<file path="config.mk">
export PLATFORM = sky130hd
export DESIGN_NAME = snf_rxreq
export DESIGN_NICKNAME = d
export VERILOG_FILES = /design/src/rtl/snf_rxreq.sv
export SDC_FILE = /design/constraint.sdc
export NUM_CORES = 1
export LEC_CHECK = 0
export CORE_ASPECT_RATIO = 0.6
export CORE_MARGIN = 2
export CORE_UTILIZATION = 50
export CTS_CLUSTER_SIZE = 10
export DETAILED_ROUTE_END_ITERATION = 10
export PLACE_DENSITY = 0.76
export SLEW_MARGIN = 20
export SYNTH_ARGS = -nofsm -noshare
export SYNTH_HDL_FRONTEND = slang
export SYNTH_SLANG_ARGS = --single-unit
</file>
<file path="constraint.sdc">
create_clock -name clock -period 9.88 [get_ports clock]
set_input_delay 1.976 -clock clock [delete_from_list [all_inputs] [get_ports clock]]
set_output_delay 1.976 -clock clock [all_outputs]
set_load 0.005 [all_outputs]
</file>
<file path="src/rtl/snf_rxreq.sv">
// CHI request-channel receiver on the SNF side: L-credit flow control, in-order FIFO,
// valid/ready drain. Optional same-cycle bypass of an empty FIFO under SNF_RXREQ_BYPASS_EN.
package snf_rxreq_pkg;
    typedef struct packed {
        logic [3:0]  qos;
        logic [6:0]  tgtid;
        logic [6:0]  srcid;
        logic [7:0]  txnid;
        logic [5:0]  opcode;
        logic [2:0]  size;
        logic [47:0] addr;
    } reqflit_t;

    localparam logic [5:0] OPC_READNOSNP = 6'h04;
endpackage

module snf_rxreq
    import snf_rxreq_pkg::*;
#(
    parameter int unsigned DEPTH   = 4,
    parameter logic [6:0]  NODE_ID = 7'd0,
    localparam int         CW      = $clog2(DEPTH + 1)
) (
    input  logic          clock,
    input  logic          reset,
    input  reqflit_t      rxreqflit,
    input  logic          rxreqflitv,
    input  logic          rxreqflitpend,
    output logic          rxreqlcrdv,
    output logic          req_valid,
    output reqflit_t      req_flit,
    input  logic          req_ready,
    output logic [CW-1:0] crd_outstanding,
    output logic          err_overflow,
    output logic          err_tgtid
);
    localparam int PW = (DEPTH > 1) ? $clog2(DEPTH) : 1;

    reqflit_t       mem_r [DEPTH];
    logic [PW-1:0]  rd_ptr_r;
    logic [PW-1:0]  wr_ptr_r;
    logic [CW-1:0]  count_r;
    logic [CW-1:0]  crd_r;
    logic           lcrdv_r;
    logic           err_overflow_r;
    logic           err_tgtid_r;

    logic           accept_s;
    logic           bypass_s;
    logic           push_s;
    logic           pop_s;
    logic [CW-1:0]  count_next_s;
    logic [CW-1:0]  crd_next_s;
    logic           lcrdv_next_s;
    logic           unused_pend_s;

    // Pointer advance with wrap at DEPTH (DEPTH need not be a power of two).
    function automatic logic [PW-1:0] ptr_inc(input logic [PW-1:0] ptr);
        if (ptr == PW'(DEPTH - 1)) begin
            return '0;
        end else begin
            return ptr + PW'(1);
        end
    endfunction

    assign unused_pend_s = rxreqflitpend;

    // Accept/push/pop decisions, drain-side outputs and next credit state.
    always_comb begin
        accept_s  = rxreqflitv && (crd_r != '0);
        bypass_s  = 1'b0;
        req_valid = (count_r != '0);
        req_flit  = mem_r[rd_ptr_r];
`ifdef SNF_RXREQ_BYPASS_EN
        if ((count_r == '0) && accept_s) begin
            req_valid = 1'b1;
            req_flit  = rxreqflit;
            bypass_s  = req_ready;
        end else begin
            bypass_s  = 1'b0;
        end
`endif
        push_s       = accept_s && !bypass_s;
        pop_s        = (count_r != '0) && req_ready;
        count_next_s = count_r + CW'(push_s) - CW'(pop_s);
        crd_next_s   = crd_r + CW'(lcrdv_r) - CW'(accept_s);
        // Grant a credit whenever a slot is neither occupied nor already promised.
        lcrdv_next_s = (({1'b0, count_next_s} + {1'b0, crd_next_s}) < (CW + 1)'(DEPTH));
    end

    // FIFO storage, pointers, credit counter and sticky error flags.
    always_ff @(posedge clock) begin
        if (!reset) begin
            for (int i = 0; i < int'(DEPTH); i++) begin
                mem_r[i] <= '0;
            end
            rd_ptr_r       <= '0;
            wr_ptr_r       <= '0;
            count_r        <= '0;
            crd_r          <= '0;
            lcrdv_r        <= 1'b0;
            err_overflow_r <= 1'b0;
            err_tgtid_r    <= 1'b0;
        end else begin
            if (push_s) begin
                mem_r[wr_ptr_r] <= rxreqflit;
                wr_ptr_r        <= ptr_inc(wr_ptr_r);
            end
            if (pop_s) begin
                rd_ptr_r <= ptr_inc(rd_ptr_r);
            end
            count_r <= count_next_s;
            crd_r   <= crd_next_s;
            lcrdv_r <= lcrdv_next_s;
            if (rxreqflitv && (crd_r == '0)) begin
                err_overflow_r <= 1'b1;
            end
            if (accept_s && (rxreqflit.tgtid != NODE_ID)) begin
                err_tgtid_r <= 1'b1;
            end
        end
    end

    assign rxreqlcrdv      = lcrdv_r;
    assign crd_outstanding = crd_r;
    assign err_overflow    = err_overflow_r;
    assign err_tgtid       = err_tgtid_r;

endmodule

</file>
# == Yosys cells after proc, flatten, opt, wreduce, memory -nomap -nowiden ==
# Memory sizes are Yosys's and may differ from the RTL's. A register that Yosys moved wholly into a read port is not among the register bits.
# Cells that the tools add are included.
# totals
ff_bits,13
memories,1
mem_bits_rw,332
# op_classes
n_reduce_logical,9
n_lt_le_gt_ge,1
addsub,7
muxes,11
n_eq_ne,2
# mem_list
memory,depth,width,read_ports,rd_clocked_by_memory_dff,write_ports,line,source
mem_r,4,83,1,1,4,39,reqflit_t mem_r [DEPTH];
# op_table
operator,n
two-way mux 83 bit,1
OR reduction 83 bit,1
two-way mux 2 bit,5
nonzero test 7 bit,1
adder 3 x 1 -> 3 bit,2
nonzero test 3 bit,2
subtractor 3 x 1 -> 3 bit,2
two-way mux 1 bit,5
adder 2 x 1 -> 2 bit (second input constant),2
adder 3 x 3 -> 4 bit,1
== test 2 bit (second input constant),2
logical AND 1 bit,4
less-than comparator 4 x 3 -> 1 bit (second input constant),1
logical NOT 3 bit,1

# == Depth between registers and ports, before layout ==
# Gate-level depths: netlist of the first run.
# depth
word_depth,7
depth_mapped,9

# == Least setup slack after synthesis of the first run ==
# OpenSTA, ideal clock, no wires.
# synth_timing
kind,input-to-reg
from,in reset
to,"mem mem_r[0][0] (netlist name), enable pin"
path_buffers,1
arrival_ns,8.425
cell_stages,3
slack_ns,0.809
setup_time_ns,0.646
cell_sequence,nand3b_1 > buf_2 > o31ai_1
# synth_lines
item,line,source
"start, declared",25,"input logic reset,"
"end, declared",39,

==> flow_results.org, run 1 <==
** Run status
- Outcome :: finished clean

** Placed design
- Summed over all nets, the half-perimeter wirelength after detailed placement is 18600 µm.
- Placer Congestion :: 0.710
- In this run the cell area measured after placement is 17200 µm².
- In this run the tool buffered the top-level ports with 176 buffer cells.

** Floorplanning
- From bottom edge to top edge, the die measures 139 µm.
- The core region is 29900 µm².
- Die width :: 229 µm
- For this configuration, the core starts out at a cell density of 50.9%.
- Die ar. :: 31900 µm²
- The floorplan has 49 rows.
- Number of top-level design ports :: 178

** Power
- Power comes to 4.58 mW.
- Cell Pwr Density :: 250 nW/µm²
- Worst vdd rail ir drop :: 0.192 mV
- Cell leakage power :: 6.27 nW

** CTS
- TritonCTS built the clock tree.
- Clock tree root buffer cell :: sky130_fd_sc_hd__clkbuf_16
- Gates resized during post-CTS repair numbered 0.
- After clock tree synthesis, the clock-pin slew on the worst setup and hold paths is 0.06 ns.
- Counting the buffers created by CTS gives 40.
- Number of H-tree levels :: 2
- Clock sinks :: 347
- In this run the deepest clock path goes through 3 buffers.
- The number of setup buffers added after CTS is 0.
- Buffers inserted to repair hold after CTS numbered 0.
- Worst-Skew Late Latency :: 0.53 ns

** Logic synthesis
- Sequential area share after synthesis :: 67.5%
- Post-synth ARST share :: 0%
- For this run, the leading register cell type out of synthesis is sky130_fd_sc_hd__edfxtp_1.
- In this run, distinct cell masters in the synthesized netlist total 35.
- Number of synthesized flops with an enable pin :: 332
- Post-Syn Instances :: 1009
- Post-synth net total :: 1105
- Number of register bits inferred by synthesis :: 347
- A synthesized cell averages 15.1 µm².
- Yosys printed 0 warnings.
- Cell area after technology mapping :: 15200 µm²

** GRT
- After global routing the overflow that remains totals 0.
- The first global-routing pass estimated 55400 µm of wire.
- Via count of the first global-routing pass :: 9718
- The initial antenna violation count is 3.
- Pin count of the biggest net entering global routing :: 98
- Global routing usage summed across all routing layers :: 22.4%

** Worst setup path
- Buffers & Inverters on Critical Path :: 2
- Kind of end point of the critical path :: output pin
- In this design, the largest share of critical-path delay is due to buffers and inverters.
- Critical setup path kind :: reg -> out
- Required arrival time at the worst endpoint :: 7.90 ns
- Master of the slowest instance on the critical path :: sky130_fd_sc_hd__buf_4
- Startpoint class of the critical path :: flip-flop
- In this design, the stage delay of the slowest critical-path cell is 0.88 ns.
- Critical path cell sequence :: buf_4, mux4_2, clkdlybuf4s50_1
- Critical path fanouts, max :: 47
- STA puts the critical path data arrival time at 3.45 ns.

** Drt
- Via density per instance :: 5.94
- Detailed Route WL :: 35200 µm
- Once detail routing completed, the nets flagged for antenna violations numbered 0.
- Detailed-routing iteration count for the pre-antenna-repair pass :: 5
- Drt wl/cell :: 22.4 µm
- Residual DRC count :: 0
- Number of DRC markers after the initial detailed-route iteration :: 912
- The final route contains 9303 vias.

** Timing
- Headroom to the max-slew limit :: 26.4%
- The total count of max-transition violations in the final report came to 0.
- For the pin with the worst max-slew slack, the measured transition is 1.10 ns.
- For this run, the top clock speed supported by timing is 0.184 GHz.
- On the final layout, the worst clock skew is 0.0135 ns.
- RSZ-0062 raised after global routing :: no
- Setup violations remaining at the end of the flow were counted as 0.
- Minimum clock period after layout :: 5.43 ns
- Hold Fails Final Rpt :: 0
- Aggregate negative setup slack :: 0 ns
- In the finished design, the share of the clock period the worst path needs comes to 54.9%.

** Cells and area
- Fraction of layout instances using a drive strength above 1 :: 13.9%
- Relative to the synthesized area, the layout overhead comes to 20.4%.
- Once layout is done, the placed cells without fillers occupy 18300 µm².
- After the last flow step, the layout net total stands at 1236.

** Worst hold path
- Path class of the lowest-slack min-delay path :: reg -> reg

** Job
- Maximum Capacitance Violations :: 0
[metal layers]
metal,global-route usage [%],vias up,part of all wire (%)
li1,-,4202,-
met2,35.6,363,49
met5,0,-,0.037
met4,6.63,2,1.9
met1,31.2,4674,42
met3,5.22,62,8.0
[path summary, 6_finish.rpt]
path	start	endpoint	slack (ns)	cells past startpoint
max	flip-flop	req_flit[66]	4.45	3
min	err_tgtid$_SDFFE_PN0P_	err_tgtid$_SDFFE_PN0P_	0.49	2
max reg2reg	wr_ptr_r[1]$_SDFFE_PN0P_	mem_r[3][35]$_DFFE_PP_	6.32	4
min reg2reg	err_tgtid$_SDFFE_PN0P_	err_tgtid$_SDFFE_PN0P_	0.49	2
[flip-flops by register name, indices dropped and copies added, names as in the netlist, named ones only]
| name | cells |
|---|---|
| count_r | 3 |
| crd_outstanding | 3 |
| err_overflow | 1 |
| err_tgtid | 1 |
| mem_r | 332 |
| rd_ptr_r | 2 |
| rxreqlcrdv | 1 |
| wr_ptr_r | 2 |
[power breakdown]
part           total (mW)  leakage [nW]  internal (mW)  switching [mW]
sequential           1.92          3.56           1.82           0.104
combinational        1.36          2.17          0.605           0.757
clock                1.30         0.536          0.754           0.543
total                4.58          6.27           3.17            1.40
[per-stage QoR]
stage	setup WS (ns)	utilization (%)	std cells	hold WS (ns)
2_1_floorplan	0.809	-	1009	0.460
3_3_place_gp	4.86	57.5	1506	0.457
3_5_place_dp	4.80	57.5	1506	0.482
4_1_cts	4.32	61.2	1565	0.490
5_1_grt	4.13	61.2	1565	0.514
6_report	4.45	61.3	1567	0.486
[cells in the mapped netlist, types with 2 or more instances]
| master | instances | share of area, % |
|---|---|---|
| sky130_fd_sc_hd__buf_1 | 11 | 0.27 |
| sky130_fd_sc_hd__nor2_1 | 83 | 2.0 |
| sky130_fd_sc_hd__buf_4 | 10 | 0.49 |
| sky130_fd_sc_hd__buf_2 | 50 | 1.6 |
| sky130_fd_sc_hd__mux4_2 | 83 | 12 |
| sky130_fd_sc_hd__ha_1 | 6 | 0.49 |
| sky130_fd_sc_hd__xnor3_1 | 2 | 0.30 |
| sky130_fd_sc_hd__edfxtp_1 | 332 | 66 |
| sky130_fd_sc_hd__o31ai_1 | 2 | 0.099 |
| sky130_fd_sc_hd__inv_1 | 88 | 2.2 |
| sky130_fd_sc_hd__nand2_1 | 8 | 0.20 |
| sky130_fd_sc_hd__dfxtp_1 | 15 | 2.0 |
| sky130_fd_sc_hd__nor3_1 | 83 | 2.7 |
| sky130_fd_sc_hd__clkbuf_1 | 35 | 0.86 |
| sky130_fd_sc_hd__nor4_1 | 168 | 6.9 |
| sky130_fd_sc_hd__mux2i_1 | 7 | 0.46 |
| sky130_fd_sc_hd__o21ai_0 | 2 | 0.066 |
| sky130_fd_sc_hd__fa_1 | 2 | 0.26 |
| sky130_fd_sc_hd__and2_1 | 6 | 0.25 |
[worst reg2reg max path: cells and delay by family (launching register included)]
family	cells	cell delay, ns
AO/OA/AOI/OAI	1	0.82
buffers and inverters	2	1.64
flip-flops	1	0.42
AND/OR/NAND/NOR	1	0.25
[cell type report]
type | instances | area (µm²)
antenna | 2 | 5.00
clock buffer | 56 | 1080
clock inverter | 3 | 22.5
fill | 2294 | 11600
inverter | 88 | 332
multi-input combinational | 468 | 4190
sequential | 347 | 10300
tap | 408 | 510
timing repair buffer | 195 | 1910
[placed cells by master (no fill, tap or decap), drive strengths merged, types with 2 or more instances in the layout]
master	synthesis	routed
fa	2	2
nor3	84	84
o31ai	3	3
mux2i	7	7
edfxtp	332	332
mux4	83	83
dfxtp	15	15
inv	88	89
nor2	83	83
clkbuf	35	56
clkdlybuf4s50	0	176
nand2	8	8
o21ai	2	2
nor4	168	168
ha	6	6
clkinv	0	2
or3b	2	2
and2	6	6
buf	71	19
xnor3	2	2
diode	0	2
[kinds of logic (layout without fill, tap and decap cells)]
logic type / Yosys count / in the layout / share of synthesized area (%)
other cells: 0 / 2 / 0
compound gates: 10 / 10 / 0.625
flops: 347 / 347 / 67.5
buf+inv: 194 / 342 / 5.44
xor+xnor: 3 / 3 / 0.353
mux: 90 / 90 / 12.7
simple gates: 357 / 357 / 12.6
fa+ha+maj: 8 / 8 / 0.756
No activity file was read; power rests on OpenSTA's default activity.
==> run 2: changes to the inputs <==
- clock period: 9.88 -> 5.03 ns (I/O delays scaled with it)
==> flow_results.org, run 2 (synthesis gave the netlist of run 1 again) <==
** GRT
- The global-route usage over all layers is 23.0% (+0.66 points).
- Wire length of the first global-routing pass :: 57000 µm (+3.0%)
- Pin count of the biggest net entering global routing :: 169 (+72%)
- Antenna violations before repair :: 2 (-1)
- Total global routing overflow :: 0 (unchanged)
- Via count of the first global-routing pass :: 9907 (+1.9%)

** Placed design
- The placer congestion estimate came to 0.728 (+2.5%).
- The count of placed standard cells including taps was 1508 (+0.13%).
- DP Area :: 17300 µm² (+0.45%)
- The port buffer count was 176 (unchanged).
- Post-DP HPWL :: 19100 µm (+2.8%)

** Drt
- Number of DRC markers after the initial detailed-route iteration :: 1091 (+20%)
- The iteration count of the initial detailed-routing pass was 5 (unchanged).
- Via density per instance :: 6.00 (+1.1%)
- The post-route antenna net violation count came to 0 (unchanged).
- Vias :: 9398 (+1.0%)
- The residual DRC count was 0 (unchanged).
- Drt wl/cell :: 23.1 µm (+2.8%)
- The detailed-route wire length was 36200 µm (+2.8%).

** Cells and area
- The non-filler instance count after layout is 1566 (-0.064%).
- The library cells used most frequently in the layout, excluding fill and tap cells, are sky130_fd_sc_hd__edfxtp_1, sky130_fd_sc_hd__clkdlybuf4s50_1, sky130_fd_sc_hd__nor4_1.
- Most frequent standard cell in the layout excluding fill and tap cells :: sky130_fd_sc_hd__edfxtp_1
- The net count of the finished layout was 1238 (+0.16%).
- The number of flip-flops under the largest register name was 332 (unchanged).
- Fraction of layout instances using a drive strength above 1 :: 13.9% (about the same)
- The area growth from synthesis to layout is 20.8%.
- Register with the most flip-flops :: mem_r
- The area of all placed cells without fillers came to 18400 µm² (+0.33%).

** Timing
- The smallest hold slack is 0.467 ns (-0.0186 ns).
- RSZ-0062 raised after global routing :: no
- Max-slew violation count :: 0 (unchanged)
- The worst clock skew came to 0.0126 ns (-0.000857 ns).
- The actual slew at the worst max-slew pin came to 1.10 ns (-0.00627 ns).
- Aggregate negative setup slack :: 0 ns (unchanged)
- Of the available clock period, the critical path in the final layout requires 73.4%.
- The number of setup violations in the final report is 0 (unchanged).
- For this run, the top clock speed supported by timing is 0.271 GHz.
- Minimum clock period after layout :: 3.69 ns
- Headroom to the max-slew limit :: 26.8% (+0.42 points)
- The final-report hold violation count was 0 (unchanged).

** CTS
- The number of buffers inserted for hold repair after clock tree synthesis came to 0 (unchanged).
- The post-CTS setup-driven buffer insertion count was 0 (unchanged).
- Clock sinks :: 347 (unchanged)
- The clock network latency to the later pin of the worst-skew pair is 0.53 ns (about the same).
- The CTS buffer count is 40 (unchanged).
- The CTS H-tree depth came to 2 (unchanged).
- TritonCTS built the clock tree.
- The clock slew seen by the registers of the worst setup and hold paths was 0.06 ns (about the same).
- Max clock buf depth :: 3 (unchanged)
- Clock tree synthesis selected as its root buffer the cell sky130_fd_sc_hd__clkbuf_16.
- The number of instances resized during post-cts repair is 0 (unchanged).

** Worst setup path
- The arrival time at the worst endpoint was 2.68 ns (-0.77 ns).
- Critical path fanouts, max :: 21 (-55%)
- Kind of end point of the critical path :: output pin
- Reg-to-reg critical path startpoint :: crd_outstanding[1]$_SDFF_PN0_
- Critical path cell sequence :: buf_4, mux4_2, clkdlybuf4s50_1
- Required arrival time at the worst endpoint :: 4.02 ns (-3.88 ns)
- The delay of the slowest critical-path stage is 0.64 ns (-0.24 ns).
- Among all stages on the critical path, the largest delay is contributed by sky130_fd_sc_hd__dfxtp_4.
- The critical path is of the reg -> out type.
- STA classifies the critical path startpoint as a flip-flop.

** Job
- Maximum Capacitance Violations :: 0 (unchanged)

** Run status
- The run finished with clean final reports.

** Floorplanning
- The initial core utilization came to 50.9% (unchanged).
- Die Height :: 139 µm (unchanged)
- The core area came to 29900 µm² (unchanged).
- Total number of placement rows :: 49 (unchanged)
- The top-level I/O count came to 178 (unchanged).
- Die ar. :: 31900 µm² (unchanged)
- Die width :: 229 µm (unchanged)

** Power
- The areal power density over the cells was 492 nW/µm² (+97%).
- Cell leakage power :: 6.29 nW (+0.38%)
- Worst vdd rail ir drop :: 0.713 mV (+270%)

** Worst hold path
- Path class of the lowest-slack min-delay path :: reg -> reg
- Hold_sp :: err_overflow$_SDFFE_PN0P_
## run 2: stage by stage
step | power, mW | worst slack, ns | utilization [%]
after global routing | 9.45 | 1.13 | 61.5
final | 9.05 | 1.34 | 61.5
after global placement | 6.53 | 1.02 | 57.8
after CTS | 9.13 | 1.25 | 61.4
after detailed placement | 6.58 | 0.927 | 57.8
after floorplan | 5.42 | -0.464 | -
## run 2: path summary, 6_finish.rpt
path / endpoint / slack [ns] / cells after the start
min reg2reg: err_overflow$_SDFFE_PN0P_ / 0.47 / 1
min: err_overflow$_SDFFE_PN0P_ / 0.47 / 1
max: req_flit[5] / 1.34 / 3
max reg2reg: rxreqlcrdv$_SDFF_PN0_ / 1.57 / 8
## run 2: power by group
part	internal, mW	switching (mW)
Sequential	3.56	0.205
Clock	1.48	1.05
Combinational	1.22	1.51
## run 2: critical path: cells and delay by family (launching register included)
family	cells	cell delay [ns]
mux	1	0.55
flops	1	0.64
buf+inv	2	0.95
## run 2: layer usage
layer,vias to the layer above,wire (µm),GRT usage [%]
met2,402,17300,35.9
met1,4733,15300,33.1
met5,-,0,0
met4,0,668,6.36
met3,55,2890,5.16
li1,4208,-,-
## run 2: layout make-up
type	instances	area [µm²]
multi-input combinational	468	4190
sequential	347	10300
clock buffer	56	1090
tap	408	510
antenna	2	5.00
inverter	88	332
timing repair buffer	197	1980
fill	2290	11500
